**src/rtl/coin_input_conditioner.sv**
```systemverilog
// Coin-slot front end: synchronises and debounces two raw sensor lines and emits one
// qualified coin code per physical coin, rejecting double-slot events.
module coin_input_conditioner #(
    parameter int SYNC_STAGES     = 2,
    parameter int DEBOUNCE_CYCLES = 16,
    parameter int CNT_W           = 5
) (
    input  logic       wb_clk_i,
    input  logic       wb_rst_i,
    input  logic       coin5_raw,
    input  logic       coin10_raw,
    input  logic       enable,
    output logic [1:0] coin_code,
    output logic       coin_valid,
    output logic       reject_pulse,
    output logic       busy,
    output logic [7:0] accept_count,
    output logic [7:0] reject_count
);

    localparam logic [CNT_W-1:0] CNT_LAST = CNT_W'(DEBOUNCE_CYCLES - 1);
    localparam logic [CNT_W-1:0] CNT_ONE  = CNT_W'(1);

    typedef enum logic [2:0] {
        StIdle,
        StQualify,
        StEmit,
        StReject,
        StRelease
    } state_e;

    state_e                 r_state;
    logic [SYNC_STAGES-1:0] r_sync5;
    logic [SYNC_STAGES-1:0] r_sync10;
    logic [CNT_W-1:0]       r_cnt;
    logic [1:0]             r_sample;
    logic [7:0]             r_accept;
    logic [7:0]             r_reject;
    logic                   r_coin_valid;
    logic [1:0]             r_coin_code;
    logic                   r_reject_pulse;
    logic [1:0]             w_s;

    assign w_s = {r_sync10[SYNC_STAGES-1], r_sync5[SYNC_STAGES-1]};

    always_ff @(posedge wb_clk_i) begin
        if (wb_rst_i) begin
            r_state        <= StIdle;
            r_sync5        <= '0;
            r_sync10       <= '0;
            r_cnt          <= '0;
            r_sample       <= 2'b00;
            r_accept       <= 8'd0;
            r_reject       <= 8'd0;
            r_coin_valid   <= 1'b0;
            r_coin_code    <= 2'b00;
            r_reject_pulse <= 1'b0;
        end else begin
            r_sync5        <= {r_sync5[SYNC_STAGES-2:0], coin5_raw};
            r_sync10       <= {r_sync10[SYNC_STAGES-2:0], coin10_raw};
            // Pulses last exactly the one cycle spent in EMIT/REJECT.
            r_coin_valid   <= 1'b0;
            r_coin_code    <= 2'b00;
            r_reject_pulse <= 1'b0;
            case (r_state)
                StIdle: begin
                    if (enable && (w_s != 2'b00)) begin
                        r_sample <= w_s;
                        r_cnt    <= CNT_ONE;
                        r_state  <= StQualify;
                    end
                end
                StQualify: begin
                    if (!enable) begin
                        r_cnt   <= '0;
                        r_state <= StRelease;
                    end else if (w_s != r_sample) begin
                        r_cnt   <= '0;
                        r_state <= StIdle;
                    end else if (r_cnt == CNT_LAST) begin
                        if (r_sample == 2'b11) begin
                            r_reject_pulse <= 1'b1;
                            r_state        <= StReject;
                        end else begin
                            r_coin_valid <= 1'b1;
                            r_coin_code  <= r_sample;
                            r_state      <= StEmit;
                        end
                    end else begin
                        r_cnt <= r_cnt + CNT_ONE;
                    end
                end
                StEmit: begin
                    if (r_accept != 8'hFF) begin
                        r_accept <= r_accept + 8'd1;
                    end
                    r_cnt   <= '0;
                    r_state <= StRelease;
                end
                StReject: begin
                    if (r_reject != 8'hFF) begin
                        r_reject <= r_reject + 8'd1;
                    end
                    r_cnt   <= '0;
                    r_state <= StRelease;
                end
                StRelease: begin
                    // Both lines must read idle for DEBOUNCE_CYCLES in a row.
                    if (w_s == 2'b00) begin
                        if (r_cnt == CNT_LAST) begin
                            r_cnt   <= '0;
                            r_state <= StIdle;
                        end else begin
                            r_cnt <= r_cnt + CNT_ONE;
                        end
                    end else begin
                        r_cnt <= '0;
                    end
                end
                default: begin
                    r_cnt   <= '0;
                    r_state <= StIdle;
                end
            endcase
        end
    end

    assign coin_valid   = r_coin_valid;
    assign coin_code    = r_coin_code;
    assign reject_pulse = r_reject_pulse;
    assign busy         = (r_state != StIdle);
    assign accept_count = r_accept;
    assign reject_count = r_reject;

endmodule

```
**config.mk**
```make
export PLATFORM = sky130hd
export DESIGN_NAME = coin_input_conditioner
export DESIGN_NICKNAME = d
export VERILOG_FILES = /design/src/rtl/coin_input_conditioner.sv
export SDC_FILE = /design/constraint.sdc
export NUM_CORES = 1
export LEC_CHECK = 0
export ABC_AREA = 1
export CORE_UTILIZATION = 30
export CTS_BUF_LIST = sky130_fd_sc_hd__clkbuf_4
export DETAILED_ROUTE_END_ITERATION = 8
export HOLD_SLACK_MARGIN = 0.08
export PLACE_DENSITY = 0.57
export SYNTH_ARGS = -nofsm -noshare
export SYNTH_HDL_FRONTEND = slang
export SYNTH_SLANG_ARGS = --single-unit
```
**constraint.sdc**
```tcl
create_clock -name wb_clk_i -period 4.45 [get_ports wb_clk_i]
set_clock_uncertainty 0.2 [all_clocks]
set_input_delay 0.89 -clock wb_clk_i [delete_from_list [all_inputs] [get_ports wb_clk_i]]
set_output_delay 0.89 -clock wb_clk_i [all_outputs]
set_load 0.1 [all_outputs]
```
==> results.json, run 1 <==
{
  "outcome": "finished, final reports clean",
  "post_synthesis_area_per_instance_um2": 6.98,
  "finalWirelength_um": 3650,
  "final_cell_count_no_fill": 346,
  "main_combinational_cell_family_by_area_after_synthesis": "simple AND/OR/NAND/NOR gates",
  "timing.setup.tns_ps": 0,
  "tightest_slew_ps": 964,
  "route.detailed.wl_per_inst_um": 10.6,
  "first_global_vias": 1381,
  "numCtsBuffers": 5,
  "ys.warnings.count": 0,
  "grt_overflow_total": 0,
  "worst-endpoint-required_ps": 3360,
  "worstSkewPairLatency_ps": 340,
  "setup.worst_path.end_class": "output pin",
  "synth_fa_ha_area_frac": 0.0295,
  "cp_data_arrival_time_ps": 2180,
  "route.met2.wl_um": 1710,
  "fillerInstances": 609,
  "drt_pre_antenna_iters": 4,
  "yosys-mux-area-fraction": 0,
  "post_synth_and_or_nand_nor_area_fraction": 0.324,
  "n_antenna_cell": 0,
  "timing.max_slew.rel_slack": 0.355,
  "antenna_found_initial": 0,
  "holdBufCountCts": 0,
  "synth_sequential_area_ratio": 0.401,
  "layout-area-overhead-vs-synth_pct": 22.7,
  "drt_iter0_markers": 53,
  "dr.max_layer_used": "met4",
  "ys_async_sr_fraction": 0,
  "drv.max_cap_violation_count": 0,
  "cts_root_buffer": "clkbuf_4",
  "worst_r2r_startpoint": "reject_count[0]",
  "drc_errors": 0,
  "first_pass_grt_wire_length_um": 6170,
  "avgViaCountPerCell": 4.45,
  "core.rowCount": 27,
  "synth_enable_flop_cells": 0,
  "detail-route-antenna-nets": 0,
  "critPathMaxFanout": 5,
  "wl_met1_um": 1740,
  "grt_start_max_net_pins": 19,
  "setup_viol": 0,
  "fin_crit_sh": 0.735,
  "io_pins": 26,
  "detailedPlace.worstSlack_ps": 1480,
  "pwr_density_cell_nw_per_um2": 289,
  "grt.total_usage": 0.132,
  "design.die.area_um2": 5960,
  "dominantRegCellSynth": "dfxtp_1",
  "synth_top_area_share": 0.401,
  "yosysTopAreaCell": "dfxtp_1",
  "r2r-end": "reject_count[6]",
  "synth.area.top_cells": "dfxtp_1, nand2_1, inv_1, a21oi_1, nor2_1",
  "post-dp-hpwl_um": 2750,
  "clock_sink_count": 34,
  "clock_buffer_depth": 2,
  "r2r.worst_path.cells": 9,
  "initial_utilization": 0.310,
  "htreeDepth": 2,
  "synth_common_cells": "nand2_1, inv_1, dfxtp_1",
  "drive_gt1_frac": 0.0985,
  "synth-compound-area-share": 0.126,
  "synthXorXnorAreaFrac": 0.0206,
  "syn-cell-area_um2": 1700,
  "yosys.cell_count.top_type": "nand2_1",
  "dieHeight_um": 77.2,
  "post-place-cells": 338,
  "buffer_ports.inserted": 25,
  "final_nets": 282,
  "clock_pin_slew_reported_for_the_worst_setup_and_hold_paths_after_clock_tree_synthesis_ps": 110,
  "routed-via-count": 1539,
  "synthesis.nets": 252,
  "cts_tree": "yes",
  "globalplace.congestion": 0.860,
  "number_of_stages_on_the_worst_hold_path": 2,
  "critical_path_class": "register to output pin",
  "rsz0062_at_grt": "no",
  "cts-resized-gates": 0,
  "routed-wl-met3_um": 111,
  "timing.final.hold_violations": 0,
  "worstSetupStartpoint": "r_state[1]",
  "core_um2": 5470,
  "max-vdd-ir-drop_uv": 105,
  "library_cells_used_by_synthesis": 28,
  "reg2reg_setup_slack_ps": 2620,
  "syn-instance-count": 243,
  "leakagePower_nw": 0.816,
  "final-max-slew-violation-count": 0,
  "min_path_type": "register to register",
  "worst_setup_path_endpoint": "busy",
  "synth.ff_latch_count": 34,
  "worstSetupStartpointType": "register",
  "fin_ws_ps": 1180,
  "die_x_um": 77.2,
  "post_cts.repair.setup_buffers": 0,
  "maxClockFrequency_mhz": 306,
  "layout_min_cycle_time_ps": 3270
}
==> flip-flops by register name (all words and copies together) (netlist names) <==
name and flops:
r_sync5 2, r_sample 2, reject_count 8, r_sync10 2, coin_valid 1, r_state 3
reject_pulse 1, r_cnt 5, coin_code 2, accept_count 8
==> through the flow <==
stage,area [µm²],hold WS (ps),utilization,total power [mW]
finish,2080,218,0.380,0.601
global route,2080,248,0.380,0.634
CTS,2080,226,0.380,0.610
detailed placement,2030,210,0.371,0.436
floorplan,1700,188,-,0.410
global placement,2030,205,0.371,0.435
==> area by class of cell <==
cell class / instances / area, µm² / area share
tap: 72 / 90.1 / 0.0433
multi-input combinational: 165 / 850 / 0.408
inverter: 42 / 158 / 0.0757
clock buffer: 6 / 45.0 / 0.0216
sequential: 34 / 681 / 0.327
timing repair buffer: 25 / 250 / 0.120
clock inverter: 2 / 8.76 / 0.00421
==> worst min path at each step <==
stage                start          end  slack (ps)
6_report       r_sync10[0]  r_sync10[1]         220
5_1_grt        r_sync10[0]  r_sync10[1]         250
4_1_cts        r_sync10[0]  r_sync10[1]         230
3_5_place_dp   r_sync10[0]  r_sync10[1]         210
3_3_place_gp   r_sync10[0]  r_sync10[1]         210
2_1_floorplan  r_sync10[0]  r_sync10[1]         190
==> critical path, stage by stage (launching register included) <==
cell             delay [ps]
dfxtp_1                 440
nor2_1                   80
nand2_1                 150
clkdlybuf4s50_1        1160
==> cells by family (layout without fill, tap and decap cells) <==
group	after synthesis	after routing
and+or+nand+nor	119	119
DFF	34	34
adders and majority gates	4	4
xor gates and xnor gates	4	4
AOI/OAI and AO/OA	38	38
buffers and inverters	44	75
==> metal layers <==
metal,track usage,up-vias
met4,0.0642,0
met5,0,-
met3,0.0429,7
met2,0.210,26
met1,0.160,680
li1,-,826
==> cell usage in the layout, fill, tap and decap left out <==
master	n
a21oi_1	21
nand2_4	1
nor3_2	2
clkinv_1	1
o21bai_4	1
nand4_1	5
nand2_1	57
inv_2	5
nor2_4	1
ha_1	4
dfxtp_1	34
nand3_4	1
nand2_2	4
a21oi_2	1
o21ai_1	2
o21ai_2	1
clkbuf_4	6
xnor2_1	1
o21ai_0	10
inv_1	37
clkinv_2	1
o22ai_1	1
nor3_4	1
a31oi_1	1
xor2_1	3
nor2_2	2
nand3_1	11
clkdlybuf4s50_1	25
nor2_1	27
nor3_1	7
==> where the power goes <==
| part | total [mW] | switching (mW) | internal (mW) |
|---|---|---|---|
| combinational | 0.107 | 0.0727 | 0.0347 |
| sequential | 0.320 | 0.00823 | 0.312 |
| clock | 0.173 | 0.108 | 0.0655 |
| total | 0.601 | 0.189 | 0.412 |
Note: power is estimated with default switching activity, not from simulation.
==> run 2: changes to the inputs <==
- clock period: 4.45 -> 3.2 ns (I/O delays scaled with it)
==> run 2 against run 1 <==
Clock power up 74%; largest power group unchanged; first-iteration DRC count shrank 15%; global-route usage down 0.91 points; design area shrank 0.96%; worst hold slack lost 7.2 ps; flip-flop and latch count unchanged; via count rose by 0.13%.
==> results.json, run 2 (synthesis gave the netlist of run 1 again) <==
{
  "drt_iter0_markers": 45,
  "crit_path_top_delay_cell": "dfxtp_1",
  "pwr_density_cell_nw_per_um2": 434,
  "outcome": "finished, final reports clean",
  "drv.max_cap_violation_count": 0,
  "worst-endpoint-required_ps": 2360,
  "worstSetupStartpointType": "register",
  "finish.instance_area_um2": 2060,
  "timing.setup.tns_ps": 0,
  "layout_min_cycle_time_ps": 2260,
  "buffer_ports.inserted": 25,
  "first_global_vias": 1349,
  "design.die.area_um2": 5960,
  "fin_crit_sh": 0.705,
  "detail-route-antenna-nets": 0,
  "final_cell_mix": "nand2_1, inv_1, dfxtp_1",
  "maxClockFrequency_mhz": 443,
  "setup_viol": 0,
  "grt.total_usage": 0.123,
  "antenna_found_initial": 0,
  "rsz0062_at_grt": "no",
  "globalplace.congestion": 0.855,
  "max_stage_delay_ps": 450,
  "holdBufCountCts": 0,
  "layout-area-overhead-vs-synth_pct": 21.5,
  "cell_chain_critical_path": "inv_1 > nand2_1 > buf_4",
  "numCtsBuffers": 5,
  "grt_start_max_net_pins": 14,
  "cts_tree": "yes",
  "dpl_cell_area_um2": 1990,
  "htreeDepth": 2,
  "route.detailed.wl_per_inst_um": 9.84,
  "critical_path_class": "register to output pin",
  "drt_pre_antenna_iters": 4,
  "fillerInstances": 590,
  "initial_utilization": 0.310,
  "cts-resized-gates": 0,
  "avgViaCountPerCell": 4.44,
  "leakagePower_nw": 0.875,
  "clock_pin_slew_reported_for_the_worst_setup_and_hold_paths_after_clock_tree_synthesis_ps": 110,
  "clock_buffer_depth": 2,
  "finalWirelength_um": 3410,
  "core_um2": 5470,
  "cp_data_arrival_time_ps": 1420,
  "io_pins": 26,
  "multi_input_comb_area_um2": 850,
  "drc_errors": 0,
  "core.rowCount": 27,
  "cts_root_buffer": "clkbuf_4",
  "seq_area_um2": 681,
  "post-dp-hpwl_um": 2580,
  "routed-via-count": 1541,
  "post_cts.repair.setup_buffers": 0,
  "grt_overflow_total": 0,
  "n_antenna_cell": 0,
  "final-max-slew-violation-count": 0,
  "timing.final.hold_violations": 0,
  "setup.worst_path.end_class": "output pin",
  "die_x_um": 77.2,
  "drive_gt1_frac": 0.178,
  "critPathMaxFanout": 5,
  "timing.max_slew.rel_slack": 0.766,
  "tightest_slew_ps": 348,
  "min_path_type": "register to register",
  "layout_commonest_cell": "nand2_1",
  "first_pass_grt_wire_length_um": 5870,
  "final_nets": 284,
  "dieHeight_um": 77.2,
  "worstSkewPairLatency_ps": 330,
  "clock_sink_count": 34,
  "max-vdd-ir-drop_uv": 202
}
## run 2: cell count changes in the layout (fill, tap and decap cells not counted)
| cell | change |
|---|---|
| clkbuf_4 | -1 |
| clkdlybuf4s50_1 | -21 |
| clkinv_2 | -1 |
| bufinv_16 | +1 |
| buf_4 | +23 |
## run 2: area by class of cell
class	count	share of cell area
timing repair buffer	27	0.103
tap	72	0.0437
sequential	34	0.330
inverter	42	0.0765
multi-input combinational	165	0.412
clock inverter	2	0.0164
clock buffer	5	0.0182
## run 2: worst paths after layout
check        cells past startpoint       startpoint               to  slack [ps]
min                              2      r_sync10[0]      r_sync10[1]         210
max                              3       r_state[2]             busy         940
max reg2reg                      8  reject_count[0]  reject_count[0]        1420
min reg2reg                      2      r_sync10[0]      r_sync10[1]         210
## run 2: worst max-delay path: cells and delay by family (launching register included)
kind | cells | cell delay [ps]
buf+inv | 2 | 430
flops | 1 | 450
simple gates | 1 | 190
## run 2: per-layer routing
metal | global-route usage | up-vias | wire length, µm
met2 | 0.186 | 36 | 1510
met4 | 0.0509 | 0 | 64
li1 | - | 833 | -
met5 | 0 | - | 0
met3 | 0.0381 | 6 | 187
met1 | 0.161 | 666 | 1650
## run 2: power breakdown
part | internal, mW | switching (mW) | total (mW) | leakage (nW)
combinational | 0.0485 | 0.100 | 0.149 | 0.561
clock | 0.158 | 0.143 | 0.301 | 0.0387
sequential | 0.434 | 0.0123 | 0.446 | 0.275
total | 0.641 | 0.255 | 0.896 | 0.875
## run 2: through the flow
stage,instances,hold slack [ps],total power [mW],utilization,setup WS (ps)
floorplan,243,188,0.570,-,779
global placement,340,190,0.606,0.364,904
detailed placement,340,197,0.605,0.364,879
CTS,347,214,0.911,0.377,934
global route,347,220,0.944,0.377,844
finish,347,211,0.896,0.377,945
==> run 3: changes to the inputs <==
- clock period: 3.2 -> 2.3 ns (I/O delays scaled with it)
==> run 3 against run 2 <==
Register-to-register slack worse by 880 ps; count of clock-buffer cells in the layout unchanged; final cell count is 0.29% higher; critical path depth did not move; critical endpoint unchanged; largest power group unchanged.
==> results.json, run 3 (synthesis gave the netlist of run 1 again) <==
{
  "layout_min_cycle_time_ps": 1990,
  "rsz0062_at_grt": "no",
  "drt_pre_antenna_iters": 4,
  "die_x_um": 77.2,
  "cts-resized-gates": 0,
  "p_int_mw": 0.797,
  "route.detailed.wl_per_inst_um": 9.83,
  "buffer_ports.inserted": 25,
  "avgViaCountPerCell": 4.39,
  "cp_data_arrival_time_ps": 1330,
  "dieHeight_um": 77.2,
  "layout_commonest_cell": "nand2_1",
  "fin_crit_sh": 0.866,
  "drt_iter0_markers": 52,
  "fin_util": 0.377,
  "core_um2": 5470,
  "timing.final.hold_violations": 0,
  "holdBufCountCts": 0,
  "timing.critical_path.max_delay_family": "flip-flops",
  "setup_viol": 0,
  "first_global_vias": 1296,
  "worst-endpoint-required_ps": 1640,
  "n_antenna_cell": 0,
  "outcome": "finished, final reports clean",
  "drive_gt1_frac": 0.196,
  "first_pass_grt_wire_length_um": 5580,
  "clock_buffer_depth": 2,
  "timing.setup.tns_ps": 0,
  "io_pins": 26,
  "grt_use_met3": 0.0369,
  "critical_path_class": "register to output pin",
  "r2r.worst_path.cells": 9,
  "p_comb_frac": 0.188,
  "worstSetupStartpointType": "register",
  "cts_root_buffer": "clkbuf_4",
  "post-dp-hpwl_um": 2600,
  "leakagePower_nw": 0.870,
  "seq_power_share": 0.531,
  "number_of_stages_on_the_worst_hold_path": 2,
  "drc_errors": 0,
  "clock_sink_count": 34,
  "htreeDepth": 2,
  "antenna_found_initial": 0,
  "final_nets": 284,
  "max-vdd-ir-drop_uv": 340,
  "grt.met2_usage": 0.200,
  "clock_pin_slew_reported_for_the_worst_setup_and_hold_paths_after_clock_tree_synthesis_ps": 120,
  "maxClockFrequency_mhz": 502,
  "power.net_switching_mw": 0.372,
  "grt_most_used_layer": "met2",
  "routed-via-count": 1526,
  "finalWirelength_um": 3420,
  "design.die.area_um2": 5960,
  "cp_num_cells": 3,
  "grt_start_max_net_pins": 14,
  "drv.max_cap_violation_count": 0,
  "total_power_mw": 1.17,
  "min_path_type": "register to register",
  "met1_usage": 0.139,
  "post_cts.repair.setup_buffers": 0,
  "power.switching_fraction": 0.319,
  "core.rowCount": 27,
  "final-max-slew-violation-count": 0,
  "critPathMaxFanout": 5,
  "detail-route-antenna-nets": 0,
  "cts_tree": "yes",
  "timing.max_slew.rel_slack": 0.745,
  "numCtsBuffers": 5,
  "grt.total_usage": 0.119,
  "initial_utilization": 0.310,
  "worstSkewPairLatency_ps": 340,
  "pwr-share-clk": 0.281,
  "final_cell_mix": "nand2_1, inv_1, dfxtp_1",
  "pwr_density_cell_nw_per_um2": 567,
  "globalplace.congestion": 0.786,
  "max_stage_delay_ps": 460,
  "setup.worst_path.end_class": "output pin",
  "cell_chain_critical_path": "nor2_1 > nand2_1 > buf_12",
  "layout-area-overhead-vs-synth_pct": 21.5,
  "crit_path_top_delay_cell": "dfxtp_1",
  "tightest_slew_ps": 379,
  "grt_overflow_total": 0,
  "critical_path.n_buffers_inverters": 1
}
## run 3: cell count changes in the layout (fill, tap and decap cells not counted)
cell	delta
clkinv_2	+1
bufinv_16	-1
buf_4	-1
dfxtp_2	+4
clkinvlp_4	+1
buf_12	+1
dfxtp_1	-4
## run 3: power by group through the flow
stage,clock [mW],combinational [mW],sequential (mW)
floorplan,0,0.164,0.630
global placement,0,0.222,0.634
detailed placement,0,0.221,0.634
CTS,0.340,0.222,0.620
global route,0.360,0.239,0.622
finish,0.328,0.220,0.620
## run 3: layer usage
| layer | up-vias | wire (µm) |
|---|---|---|
| li1 | 833 | - |
| met1 | 669 | 1660 |
| met2 | 19 | 1590 |
| met3 | 5 | 125 |
| met4 | 0 | 46 |
| met5 | - | 0 |
## run 3: path summary, 6_finish.rpt
check              start           to  slack (ps)
max           r_state[1]         busy         310
min          r_sync10[0]  r_sync10[1]         210
max reg2reg     r_cnt[0]     r_cnt[2]         540
min reg2reg  r_sync10[0]  r_sync10[1]         210
## run 3: area by class of cell
class                           count  area, µm²
Tap cell                           72       90.1
Timing Repair Buffer               27        225
Sequential cell                    34        686
Clock inverter                      3       16.3
Clock buffer                        5       37.5
Multi-Input combinational cell    165        850
Fill cell                         592       3410
Inverter                           42        158
## run 3: worst min-delay path, stage by stage, from the launching register on
cell and delay, ps:
dfxtp_1 310, inv_1 40, nor2_1 30
## run 3: through the flow
stage	hold WS [ps]	cell area [µm²]	setup slack (ps)	instances
after global placement	191	2010	192	340
after global routing	244	2060	268	348
after detailed placement	192	2010	174	340
final	208	2060	308	348
after CTS	208	2060	309	348
after floorplan	188	1700	109	243
==> RTL change: new RTL, settings of run 2 <==
Change the parameter `SYNC_STAGES` from 2 to 4.
--- a/src/rtl/coin_input_conditioner.sv
+++ b/src/rtl/coin_input_conditioner.sv
@@ -1,7 +1,7 @@
 // Coin-slot front end: synchronises and debounces two raw sensor lines and emits one
 // qualified coin code per physical coin, rejecting double-slot events.
 module coin_input_conditioner #(
-    parameter int SYNC_STAGES     = 2,
+    parameter int SYNC_STAGES     = 4,
     parameter int DEBOUNCE_CYCLES = 16,
     parameter int CNT_W           = 5
 ) (
Function: changed (a bounded check fails within 4 cycles, from zero or initial values and one cycle with wb_rst_i high).
==> RTL change against run 2 <==
Clock power shrank 18%. Sequential power grew 13%. Cell area grew 5.9%. Area after synthesis grew 8.6%. Hold slack lost 0.0042 ns. Worst setup slack gained 0.088 ns. Sequential share of layout area grew 1.8 points. Core utilization shrank 0.78 points. Count of clock-buffer cells in the layout grew 1. Wire length grew 8.8%. Sequential cell count grew 4. Total power grew 6.7%.
==> RTL change: results (changes against run 2) <==
- Longest Clk Path Bufs: 2 (unchanged)
- Clock latency on the worst-skew pair: 0.34 ns
- Ant diodes: 0 (unchanged)
- HPWL Detailed: 2730 um (was 2580 um)
- Mapped Avg Cell Area: 7.49 um2 (was 6.98 um2)
- Leak pwr: 0.919 nW (was 0.875 nW)
- # resized after CTS: 0 (unchanged)
- GPL Wtd Cong: 0.782 (was 0.855)
- Cells on Worst Hold Path: 2 (unchanged)
- Vias in the first global route: 1433 (was 1349)
- Mapped Nets: 255 (was 252)
- PortBufs: 25 (unchanged)
- Tot GR Track Use: 12.6% (was 12.3%)
- Root Driver: clkbuf_4 (unchanged)
- Cell variety after synth: 28 (unchanged)
- Share of layout cells above drive strength 1: 23.8% (was 17.8%)
- Fin cells: 352 (was 347)
- Hold WC Path Type: flop to flop (unchanged)
- DR WL/cell: 10.5 um (was 9.84 um)
- Status: finished clean (unchanged)
- Placed insts: 344 (was 340)
- Post-CTS Repair Setup Buffers: 0 (unchanged)
- Top post-synthesis cells by count: nand2_1, dfxtp_1, inv_1, nor2_1, a21oi_1 (was nand2_1, inv_1, dfxtp_1)
- DRT iter0 DRCs: 64 (was 45)
- Worst Hold End: r_sync5[2] (was r_sync10[1])
- Max IR drop VDD: 339 uV (was 202 uV)
- Pre-CTS WS: 0.980 ns (was 0.879 ns)
- Top post-synthesis cells by area: dfxtp_1, nand2_1, inv_1 (unchanged)
- Slowest stage delay, CP: 0.46 ns
- Initial antenna violation count: 0 (unchanged)
- Number of synthesis warnings: 0 (unchanged)
- Largest net degree at the start of global routing: 22 (was 14)
- Asr flop ratio synth: 0% (unchanged)
- Hold Slack: 0.207 ns (was 0.211 ns)
- Reg2reg start: r_cnt[0] (was reject_count[0])
- Yosys top cell by area: dfxtp_1 (unchanged)
- Reg2reg end: r_cnt[0] (was reject_count[0])
- H-tree depth: 2 (unchanged)
- First-pass GRT wire length: 6290 um (was 5870 um)
- Hold path start: r_sync5[1] (was r_sync10[0])
- Vias per inst: 4.55 (was 4.44)
- NumNets Final: 285 (was 284)
- Drt pass-1 iters: 4 (unchanged)
- Highest-delay cell along the critical path: dfxtp_1 (unchanged)
- Post-synthesis sequential area ratio: 41.3% (was 40.1%)
- Num CTS Buffers: 5 (unchanged)
- Actual slew at the worst max-slew pin: 0.419 ns (was 0.348 ns)
- FF-to-FF path depth: 7 (was 8)
- CP Max Fanout: 5 (unchanged)
- Setup slack, reg-to-reg: 1.45 ns (was 1.42 ns)
- Reg clk slew, reported paths: 0.11 ns (about the same)
RTL change: cell types whose count changed after synthesis, sizes merged, moves of 2 or more:
cell	before	now
xnor2	1	3
nor3	10	6
nand4	5	9
o21ai	13	19
nand3	12	15
inv	42	37
nand2	62	51
dfxtp	34	38
RTL change: worst max-delay path by stage:
stage,start,depth (start not counted),slack [ns],endpoint
2_1_floorplan,accept_count[0],8,0.86,accept_count[0]
3_3_place_gp,enable,7,1.01,r_cnt[4]
3_5_place_dp,enable,7,0.98,r_cnt[3]
4_1_cts,r_state[0],3,1.02,busy
5_1_grt,r_state[0],3,0.96,busy
6_report,r_state[0],3,1.03,busy
RTL change: critical path: cells and delay by family, from the launching register on:
kind | cells | cell delay [ns]
simple gates | 2 | 0.22
buf+inv | 1 | 0.31
flops | 1 | 0.46
RTL change: logic make-up after synthesis:
group | count (synthesis) | share of synthesized area, %
AOI/OAI and AO/OA | 43 | 13.9
xor gates and xnor gates | 7 | 3.33
adders and majority gates | 4 | 2.72
buffers and inverters | 41 | 8.35
DFF | 38 | 41.3
and+or+nand+nor | 113 | 30.4
RTL change: per-layer routing:
| metal | track usage [%] | up-vias | share of wire, % | wire length, um |
|---|---|---|---|---|
| met5 | 0 | - | 0 | 0 |
| met2 | 19.9 | 32 | 44 | 1630 |
| met3 | 3.07 | 5 | 4.8 | 179 |
| li1 | - | 851 | - | - |
| met4 | 5.36 | 0 | 1.3 | 50 |
| met1 | 16.3 | 713 | 50 | 1850 |
RTL change: power breakdown:
group	total, mW	internal [mW]	switching, mW
combinational	0.205	0.0608	0.144
clock	0.247	0.0912	0.156
sequential	0.503	0.488	0.0158
RTL change: through the flow:
step                instance area [um2]  utilization, %  total power [mW]
global route                       2180            36.9              1.01
detailed placement                 2130            36.0             0.721
CTS                                2180            36.9             0.970
finish                             2180            36.9             0.956
floorplan                          1840               -             0.675
global placement                   2130            36.0             0.721
RTL change: final cells by class:
cell class | count | area (um2)
repair buffers | 26 | 205
clock buffers | 6 | 45.0
flip-flops and latches | 38 | 761
fillers | 633 | 3740
clock inverters | 2 | 8.76
well taps | 75 | 93.8
multi-input cells | 167 | 928
inverters | 38 | 143
